### config.mk
export PLATFORM = sky130hd
export DESIGN_NAME = rob_completion_tracker
export DESIGN_NICKNAME = d
export VERILOG_FILES = /design/src/rtl/rob_pkg.sv /design/src/rtl/rob_wrap_ptr.sv /design/src/rtl/rob_completion_tracker.sv
export SDC_FILE = /design/constraint.sdc
export NUM_CORES = 1
export LEC_CHECK = 0
export ABC_AREA = 0
export CAP_MARGIN = 0
export CORE_AREA = 2 2 179 181
export DETAILED_ROUTE_END_ITERATION = 7
export DIE_AREA = 0 0 181 183
export PLACE_DENSITY_LB_ADDON = 0.2
export RECOVER_POWER = 25
export SLEW_MARGIN = 30
export SYNTH_ARGS = -nofsm -noshare
export SYNTH_HDL_FRONTEND = slang
export SYNTH_SLANG_ARGS = --single-unit
### constraint.sdc
create_clock -name cpu_clock_i -period 14 [get_ports cpu_clock_i]
set_clock_uncertainty 0.1 [all_clocks]
set_input_delay 2.8 -clock cpu_clock_i [delete_from_list [all_inputs] [get_ports cpu_clock_i]]
set_output_delay 2.8 -clock cpu_clock_i [all_outputs]
set_load 0.01 [all_outputs]
### src/rtl/rob_pkg.sv
// Shared types for the pack-granular ROB completion tracker.
// A pack holds two instruction slots; a ROB id is {pack index, slot}.
package rob_pkg;

    localparam int PACKS = 16;

    typedef logic [3:0] pack_id_t;
    typedef logic [4:0] rob_id_t;
    typedef logic [4:0] rob_ptr_t;
    typedef logic [4:0] excp_code_t;

    typedef struct packed {
        logic       valid;
        logic [1:0] done;
        logic       excp;
        logic       excp_slot;
        excp_code_t excp_code;
    } rob_pack_t;

    // Slots that retire: everything allocated, or only slots older than the excepting one.
    function automatic logic [1:0] retire_mask(logic [1:0] alloc, logic excp, logic excp_slot);
        if (!excp) begin
            return alloc;
        end
        return excp_slot ? (alloc & 2'b01) : 2'b00;
    endfunction

endpackage

### src/rtl/rob_wrap_ptr.sv
// Wrap-bit pointer register (4-bit index + wrap bit) used for ROB head and tail.
// Synchronous clear takes priority over increment; asynchronous reset to zero.
module rob_wrap_ptr
    import rob_pkg::*;
(
    input  logic       clk_i,
    input  logic       rst_i,
    input  logic       clr_i,
    input  logic       inc_i,
    output logic [4:0] ptr_o
);

    rob_ptr_t ptr_q;
    rob_ptr_t ptr_d;

    always_comb begin
        ptr_d = ptr_q;
        if (clr_i) begin
            ptr_d = '0;
        end else if (inc_i) begin
            ptr_d = ptr_q + 5'd1;
        end
    end

    always_ff @(posedge clk_i or posedge rst_i) begin
        if (rst_i) begin
            ptr_q <= '0;
        end else begin
            ptr_q <= ptr_d;
        end
    end

    assign ptr_o = ptr_q;

endmodule

### src/rtl/rob_completion_tracker.sv
// Pack-granular completion tracker: allocates 2-slot packs, collects completions and
// exceptions, and offers the oldest complete pack to commit. ROB_PERF_CNT_EN adds perf counters.
module rob_completion_tracker
    import rob_pkg::*;
#(
    parameter int CNT_W = 32
) (
    input  logic             cpu_clock_i,
    input  logic             cpu_reset_i,
    input  logic             flush_i,
    input  logic             alloc_vld_i,
    input  logic [1:0]       alloc_slot_vld_i,
    output logic [3:0]       alloc_pack_o,
    output logic             full_o,
    output logic             empty_o,
    output logic [4:0]       occupancy_o,
    input  logic             alu0_complete,
    input  logic [4:0]       alu0_rob_id,
    input  logic             alu1_complete,
    input  logic [4:0]       alu1_rob_id,
    input  logic             mem_complete_i,
    input  logic [4:0]       mem_rob_id_i,
    input  logic             excp_valid,
    input  logic [5:0]       excp_rob,
    input  logic [4:0]       excp_code,
    output logic             commit_vld_o,
    input  logic             commit_rdy_i,
    output logic [3:0]       commit_pack_o,
    output logic [1:0]       commit_mask_o,
    output logic             commit_excp_o,
    output logic [4:0]       commit_excp_code_o,
    output logic             commit_excp_slot_o,
    output logic [CNT_W-1:0] perf_commit_cnt_o,
    output logic [CNT_W-1:0] perf_stall_cnt_o
);

    rob_pack_t [PACKS-1:0]      pack_q, pack_d;
    logic [PACKS-1:0][1:0]      amask_q, amask_d;
    rob_ptr_t                   head_ptr, tail_ptr;
    pack_id_t                   head_idx, tail_idx, excp_idx;
    logic [4:0]                 occupancy;
    logic                       full, empty, commit_vld, do_commit, do_alloc;
    logic [2:0]                 cpl_vld;
    rob_id_t                    cpl_id [3];
    logic                       unused_excp_hi;

    assign unused_excp_hi = excp_rob[5];

    assign head_idx   = head_ptr[3:0];
    assign tail_idx   = tail_ptr[3:0];
    assign excp_idx   = excp_rob[4:1];
    assign occupancy  = tail_ptr - head_ptr;
    assign full       = (occupancy == 5'(PACKS));
    assign empty      = (occupancy == 5'd0);
    assign commit_vld = !empty && (pack_q[head_idx].done == 2'b11);
    // Full is judged on registered state, so a same-cycle retire does not free a slot early.
    assign do_commit  = commit_vld & commit_rdy_i & !flush_i;
    assign do_alloc   = alloc_vld_i & !full & !flush_i;

    assign cpl_vld = {mem_complete_i, alu1_complete, alu0_complete};
    assign cpl_id[0] = alu0_rob_id;
    assign cpl_id[1] = alu1_rob_id;
    assign cpl_id[2] = mem_rob_id_i;

    rob_wrap_ptr u_head (
        .clk_i (cpu_clock_i),
        .rst_i (cpu_reset_i),
        .clr_i (flush_i),
        .inc_i (do_commit),
        .ptr_o (head_ptr)
    );

    rob_wrap_ptr u_tail (
        .clk_i (cpu_clock_i),
        .rst_i (cpu_reset_i),
        .clr_i (flush_i),
        .inc_i (do_alloc),
        .ptr_o (tail_ptr)
    );

    always_comb begin
        pack_d  = pack_q;
        amask_d = amask_q;
        for (int p = 0; p < 3; p++) begin
            if (cpl_vld[p] && pack_q[cpl_id[p][4:1]].valid) begin
                pack_d[cpl_id[p][4:1]].done[cpl_id[p][0]] = 1'b1;
            end
        end
        if (excp_valid && pack_q[excp_idx].valid) begin
            pack_d[excp_idx].done[excp_rob[0]] = 1'b1;
            // Earliest slot wins when a pack reports more than one exception.
            if (!pack_q[excp_idx].excp || (excp_rob[0] < pack_q[excp_idx].excp_slot)) begin
                pack_d[excp_idx].excp      = 1'b1;
                pack_d[excp_idx].excp_slot = excp_rob[0];
                pack_d[excp_idx].excp_code = excp_code;
            end
        end
        if (do_commit) begin
            pack_d[head_idx].valid = 1'b0;
        end
        if (do_alloc) begin
            pack_d[tail_idx] = '{valid: 1'b1, done: ~alloc_slot_vld_i, excp: 1'b0,
                                 excp_slot: 1'b0, excp_code: '0};
            amask_d[tail_idx] = alloc_slot_vld_i;
        end
        if (flush_i) begin
            for (int i = 0; i < PACKS; i++) begin
                pack_d[i].valid = 1'b0;
                pack_d[i].excp  = 1'b0;
            end
        end
    end

    always_ff @(posedge cpu_clock_i or posedge cpu_reset_i) begin
        if (cpu_reset_i) begin
            pack_q  <= '0;
            amask_q <= '0;
        end else begin
            pack_q  <= pack_d;
            amask_q <= amask_d;
        end
    end

    assign alloc_pack_o       = tail_idx;
    assign full_o             = full;
    assign empty_o            = empty;
    assign occupancy_o        = occupancy;
    assign commit_vld_o       = commit_vld;
    assign commit_pack_o      = head_idx;
    assign commit_mask_o      = commit_vld ? retire_mask(amask_q[head_idx], pack_q[head_idx].excp,
                                                         pack_q[head_idx].excp_slot) : 2'b00;
    assign commit_excp_o      = commit_vld & pack_q[head_idx].excp;
    assign commit_excp_code_o = commit_excp_o ? pack_q[head_idx].excp_code : '0;
    assign commit_excp_slot_o = commit_excp_o & pack_q[head_idx].excp_slot;

`ifdef ROB_PERF_CNT_EN
    logic [CNT_W-1:0] commit_cnt_q, commit_cnt_d, stall_cnt_q, stall_cnt_d;

    always_comb begin
        commit_cnt_d = commit_cnt_q;
        if (do_commit) begin
            commit_cnt_d = commit_cnt_q + CNT_W'(commit_mask_o[0]) + CNT_W'(commit_mask_o[1]);
        end
        stall_cnt_d = stall_cnt_q + CNT_W'(!empty & !commit_vld);
    end

    always_ff @(posedge cpu_clock_i or posedge cpu_reset_i) begin
        if (cpu_reset_i) begin
            commit_cnt_q <= '0;
            stall_cnt_q  <= '0;
        end else begin
            commit_cnt_q <= commit_cnt_d;
            stall_cnt_q  <= stall_cnt_d;
        end
    end

    assign perf_commit_cnt_o = commit_cnt_q;
    assign perf_stall_cnt_o  = stall_cnt_q;
`else
    assign perf_commit_cnt_o = '0;
    assign perf_stall_cnt_o  = '0;
`endif

endmodule

Yosys cells after proc, flatten, opt, wreduce, memory -nomap -nowiden --
Cells that the tools add are included.
Word-level totals: output and inout bits 89, flip-flop bits (word level) 202
Cells by class: equality and inequality tests 2, magnitude comparators 21, add/subtract/negate cells 3, mux-type cells 97, bitwise operators 7, reduce and logical (&&, ||, !) cells 23
Operator list (count):
- $bwmux W160 | 9
- $mux W160 | 7
- $demux W10 S4 | 9
- $bmux W10 S4 | 5
- $mux W10 | 6
- $mux W9 | 5
- $mux W1 | 37
- $bwmux W32 | 1
- $lt A4 B5 Y1 const B | 6
- $mux W5 | 6
- $ge A4 B1 Y1 const B | 6
- $logic_and A1 B1 Y1 | 15
- $add A5 B1 Y5 const B | 2
- $bmux W2 S4 | 1
- $demux W2 S4 | 1
- $lt A1 B2 Y1 const B | 4
- $mux W2 | 4
- $mux W7 | 1
- $and A1 B1 Y1 | 6
- $mux W6 | 1
- $eq A5 B5 Y1 const B | 1
- $logic_not A5 Y1 | 1
- $sub A5 B5 Y5 | 1
- $demux W1 S1 | 4
- other kinds (7) | 14

Longest topological paths before layout --
word-level depth 23, mapped depth 13, mapped depth without buffers 12

Cells and area by module --
From an unflattened synthesis, not the netlist that was laid out.
Second synthesis, totals: cells, all modules 1250, area, all modules 12674.7 um2
Modules (own cells, without submodules):
- rob_completion_tracker | area an instance 12134.1 um2, cells an instance 1204, seq. area each 4804.6 um2, instances 1
- rob_wrap_ptr | area an instance 270.3 um2, cells an instance 23, seq. area each 125.1 um2, instances 2

Worst setup path after synthesis --
OpenSTA, ideal clock, no wires.
path kind reg-to-output, start reg u_head.ptr_q[2], in the netlist u_head.ptr_o[2], end out commit_excp_code_o[0], path buffers 3, arrival time 3.202 ns, data required time 11.100 ns, path slack 7.898 ns, stages on the path, launching flop included 13, cell sequence dfrtp_1 > clkbuf_1 > inv_2 > clkbuf_1 > ha_1 > xor2_1 > nor3_1 > or4b_1 > a21o_1 > nand3_1 > inv_1 > clkbuf_1 > and3_1
On the way: longest elaborated chain between the ends 6
Ends and longest elaborated chain:
- start: declaration | line rob_wrap_ptr.sv:13 | rob_ptr_t ptr_q;
- start signal: assignment | line rob_wrap_ptr.sv:29 | ptr_q <= ptr_d;
- $sub A5 B5 Y5 | line rob_completion_tracker.sv:52 | assign occupancy = tail_ptr - head_ptr;
- via occupancy_o[2] | line rob_completion_tracker.sv:16 | output logic [4:0] occupancy_o,
- $logic_not A5 Y1 | line rob_completion_tracker.sv:54 | assign empty = (occupancy == 5'd0);
- $logic_not A1 Y1 | line rob_completion_tracker.sv:55 | assign commit_vld = !empty && (pack_q[head_idx].done == 2'b11);
- $logic_and A1 B1 Y1 | line rob_completion_tracker.sv:55
- via commit_vld_o | line rob_completion_tracker.sv:26 | output logic commit_vld_o,
- $and A1 B1 Y1 | line rob_completion_tracker.sv:132 | assign commit_excp_o = commit_vld & pack_q[head_idx].excp;
- $mux W5 | line rob_completion_tracker.sv:133 | assign commit_excp_code_o = commit_excp_o ? pack_q[head_idx].excp_code : '0;
- end: declaration | line rob_completion_tracker.sv:31 | output logic [4:0] commit_excp_code_o,
The timed path passes the listed nets, and every way through them passes these cells. The select of a mux whose other input is x is not followed.

Worst setup path after layout --
start reg u_head.ptr_q[0], in the netlist u_head.ptr_o[0], end out commit_excp_code_o[2]
On the way: longest elaborated chain between the ends 6
Ends and longest elaborated chain (line):
- $sub A5 B5 Y5 or $bmux W10 S4 (tied branches)
- $logic_not A5 Y1 or $mux W9 (tied branches)
- $logic_not A1 Y1 or $eq A2 B2 Y1 (tied branches) | rob_completion_tracker.sv:55
- $logic_and A1 B1 Y1 | rob_completion_tracker.sv:55
- $and A1 B1 Y1 | rob_completion_tracker.sv:132
- $mux W5 * | rob_completion_tracker.sv:133
Every way passes the cells marked *; elsewhere a longest branch is shown, timed or not. The select of a mux whose other input is x is not followed.

==> results.md <==
| Item | Value | Unit |
|---|---|---|
| Maximum ir drop on the vdd rail | 0.0796 | mV |
| Multiplexer share of the synthesized area | 0.254 | - |
| Endpoint class of the critical path | output port | - |
| Number of inserted diodes | 0 | - |
| Vias post-DR | 9,314 | - |
| NumNets Final | 1,212 | - |
| GR Overflow Total | 0 | - |
| Commonest cells after routing, fill and taps aside | sky130_fd_sc_hd__dfrtp_1, sky130_fd_sc_hd__nor2_1, sky130_fd_sc_hd__mux2i_1, sky130_fd_sc_hd__mux4_2, sky130_fd_sc_hd__conb_1 | - |
| Global-route wire length before repair | 56,300 | um |
| Pwr dens | 125 | nW/um2 |
| Final instance count without filler cells | 1,582 | - |
| Post-route cell area | 13,900 | um2 |
| Max Clk Rate | 0.125 | GHz |
| Worst-case setup slack after placement | 6440 | ps |
| Share of the yosys chip area belonging to registers | 0.409 | - |
| Initial antenna violation count | 0 | - |
| Required time at the endpoint of the critical path | 11,100 | ps |
| PostCTS Resize Cnt | 0 | - |
| Unrepaired setup endpoints after global routing | no | - |
| Fraction of the cycle the final worst path needs | 0.572 | - |
| Setup total negative slack | 0 | ps |
| Post-detail-place hpwl | 24,300 | um |
| Per-cell routed wire length | 23.5 | um |
| Post-synth EDFFs | 0 | - |
| Die X | 181 | um |
| Sort of element at the start of the critical path | register | - |
| Setup fix buffers added after clock tree synthesis | 0 | - |
| Combinational family with the most area after synthesis | multiplexers | - |
| Final setup viols | 0 | - |
| Post-Synthesis Cells | 1,145 | - |
| Count of pins on the block boundary | 126 | - |
| Count of H-tree levels built during CTS | 1 | - |
| Status | finished with violations | - |
| DRC errors left | 0 | - |
| DR vias/cell | 5.89 | - |
| Number of max-slew violations in the final report | 131 | - |
| Cell at the root of the clock tree | sky130_fd_sc_hd__clkbuf_16 | - |
| Remaining max-slew budget at the tightest pin | -2.94 | - |
| Avg Inst Size Synth | 10.8 | um2 |
| Port-buffer cells | 60 | - |
| Hold Path Class | register to register | - |
| LEAKAGE | 5.79 | nW |
| Arrival time reported for the critical path endpoint | 5110 | ps |
| CTS sink count | 202 | - |
| Area share of and/or/nand/nor cells after synthesis | 0.156 | - |
| Area post-placement | 13,000 | um2 |
| Maximum number of pins on one net before global-route repair | 131 | - |
| Routed WL | 37,200 | um |
| Number of placement rows | 65 | - |
| Synthesized cell area | 12,400 | um2 |
| Vias in the first global route | 9,024 | - |
| Most common flop cell mapped by yosys | sky130_fd_sc_hd__dfrtp_1 | - |
| Count of hold buffers inserted by post-cts repair | 0 | - |
| Most common library cell in the layout ignoring fill and taps | sky130_fd_sc_hd__dfrtp_1 | - |
| Final hold violation count | 0 | - |
| # Max-Cap Violations | 1 | - |
| Post-synthesis async set-or-reset flop share | 1.00 | - |
| Clock input transition at the sequential cells of the worst setup and hold paths | 60 | ps |
| Overall routing resource usage | 0.223 | - |
| Initial Util | 0.396 | - |
| Synthesis-to-layout area growth | 12.1 | % |
| Post-synthesis share of cell area spent on xor and xnor gates | 0.00566 | - |
| Post-Place Cells | 1,538 | - |
| Die height | 183 | um |
| Routability cong. | 0.865 | - |
| CORE AREA | 31,200 | um2 |
| Filler cells | 2,963 | - |
| Max Buffers Root-to-Sink | 3 | - |
| Layout cell share with drive strength beyond 1 | 0.169 | - |
| Flop and latch count out of synthesis | 202 | - |
| Actual slew at the worst max-slew pin | 5880 | ps |
| Number of iterations in the first detailed-routing pass | 5 | - |
| Final critical path time including I/O delays and setup | 8010 | ps |
| Adder-cell share of the synthesized area | 0.0138 | - |
| Critical-path maximum fanout | 37 | - |
| Netlist cell types | 54 | - |
| Residual antenna-violating net count after detailed routing | 0 | - |
| Failing checks | max-capacitance violations, max-slew violations | - |
| Skew-Pair Late Insertion Delay | 520 | ps |
| CTS tree | built | - |
| Setup WS post-layout | 5990 | ps |
| Tightest hold margin | 401 | ps |
| Area of the die | 33,100 | um2 |
| Type of the worst setup path | register to output port | - |
| Initial drt markers | 1,077 | - |
| Number of CTS-inserted buffers | 24 | - |
| Complex-gate fraction of the synthesized area | 0.0864 | - |
| Warning count from the yosys run | 0 | - |
[power breakdown]
group	leakage (nW)	switching [mW]	internal, mW
clock network	0.424	0.252	0.423
registers	2.78	0.0329	0.624
logic	2.59	0.229	0.167
[sequential cells by signal, indices dropped and copies added, names as in the netlist]
name / flops
pack_q: 160
amask_q: 32
u_head.ptr_o: 5
u_tail.ptr_o: 5
[critical path, stage by stage (launching register included)]
cell and delay [ps]:
sky130_fd_sc_hd__dfrtp_4 620, sky130_fd_sc_hd__buf_4 710, sky130_fd_sc_hd__ha_1 300, sky130_fd_sc_hd__inv_1 60, sky130_fd_sc_hd__fa_1 410, sky130_fd_sc_hd__xor2_1 170, sky130_fd_sc_hd__nor3_1 180, sky130_fd_sc_hd__or4b_1 510
sky130_fd_sc_hd__a21o_1 360, sky130_fd_sc_hd__nand3_1 250, sky130_fd_sc_hd__inv_1 300, sky130_fd_sc_hd__and3_1 250, sky130_fd_sc_hd__clkdlybuf4s50_1 470
[metal layers]
layer | GRT usage | share of wire | up-vias
li1 | - | - | 4112
met4 | 0.0579 | 0.022 | 0
met2 | 0.357 | 0.46 | 432
met1 | 0.315 | 0.45 | 4702
met5 | 0 | 0 | -
met3 | 0.0399 | 0.069 | 68
[logic make-up (layout without fill, tap and decap cells)]
kind of cell,after synthesis,count (layout)
AOI/OAI and AO/OA,161,161
xor gates and xnor gates,8,8
adders and majority gates,13,13
buffers and inverters,160,132
DFF,202,202
muxes,220,220
other,1,64
and+or+nand+nor,380,380
[synthesized netlist by cell type (7+ instances only)]
| master | instances | area, um2 |
|---|---|---|
| sky130_fd_sc_hd__nor2_1 | 179 | 672 |
| sky130_fd_sc_hd__nor2b_1 | 16 | 100 |
| sky130_fd_sc_hd__nand4_1 | 9 | 56.3 |
| sky130_fd_sc_hd__mux2_2 | 37 | 417 |
| sky130_fd_sc_hd__o221ai_1 | 16 | 140 |
| sky130_fd_sc_hd__buf_4 | 74 | 556 |
| sky130_fd_sc_hd__a21oi_1 | 57 | 285 |
| sky130_fd_sc_hd__o21ai_0 | 13 | 65.1 |
| sky130_fd_sc_hd__mux4_2 | 68 | 1530 |
| sky130_fd_sc_hd__inv_1 | 14 | 52.6 |
| sky130_fd_sc_hd__and3_1 | 14 | 87.6 |
| sky130_fd_sc_hd__a31oi_1 | 10 | 62.6 |
| sky130_fd_sc_hd__clkbuf_1 | 46 | 173 |
| sky130_fd_sc_hd__a22oi_1 | 24 | 180 |
| sky130_fd_sc_hd__nand2b_1 | 7 | 43.8 |
| sky130_fd_sc_hd__nor3_1 | 32 | 160 |
| sky130_fd_sc_hd__nand3_1 | 26 | 130 |
| sky130_fd_sc_hd__nand2_1 | 53 | 199 |
| sky130_fd_sc_hd__a211oi_1 | 23 | 173 |
| sky130_fd_sc_hd__nor3_4 | 16 | 260 |
| sky130_fd_sc_hd__ha_1 | 12 | 150 |
| sky130_fd_sc_hd__mux2i_1 | 112 | 1120 |
| sky130_fd_sc_hd__buf_2 | 17 | 85.1 |
| sky130_fd_sc_hd__dfrtp_1 | 202 | 5050 |
| sky130_fd_sc_hd__nor3b_1 | 8 | 60.1 |
[per-stage QoR]
stage               power, mW   util
floorplan               0.935      -
global placement         1.06  0.416
detailed placement       1.06  0.416
CTS                      1.74  0.444
global route             1.81  0.444
finish                   1.73  0.444
[worst paths after layout]
path,from,endpoint,slack [ps],cells after the start
worst max register to register,u_head.ptr_o[0],pack_q[48],9270,13
worst min register to register,amask_q[17],amask_q[17],400,1
worst min-delay path,amask_q[17],amask_q[17],400,1
worst max-delay path,u_head.ptr_o[0],commit_excp_code_o[2],5990,12
min in group asynchronous,cpu_reset_i,amask_q[22],4490,2
max in group asynchronous,cpu_reset_i,u_head.ptr_o[0],6150,2
[cell type report]
| class | count | area [um2] | area share |
|---|---|---|---|
| Timing Repair Buffer | 72 | 689 | 0.0497 |
| Clock inverter | 8 | 120 | 0.00866 |
| Inverter | 16 | 61.3 | 0.00442 |
| Multi-Input combinational cell | 846 | 6690 | 0.482 |
| Tap cell | 402 | 503 | 0.0363 |
| Clock buffer | 36 | 747 | 0.0538 |
| Sequential cell | 202 | 5060 | 0.365 |
Note: power is estimated with default switching activity, not from simulation.
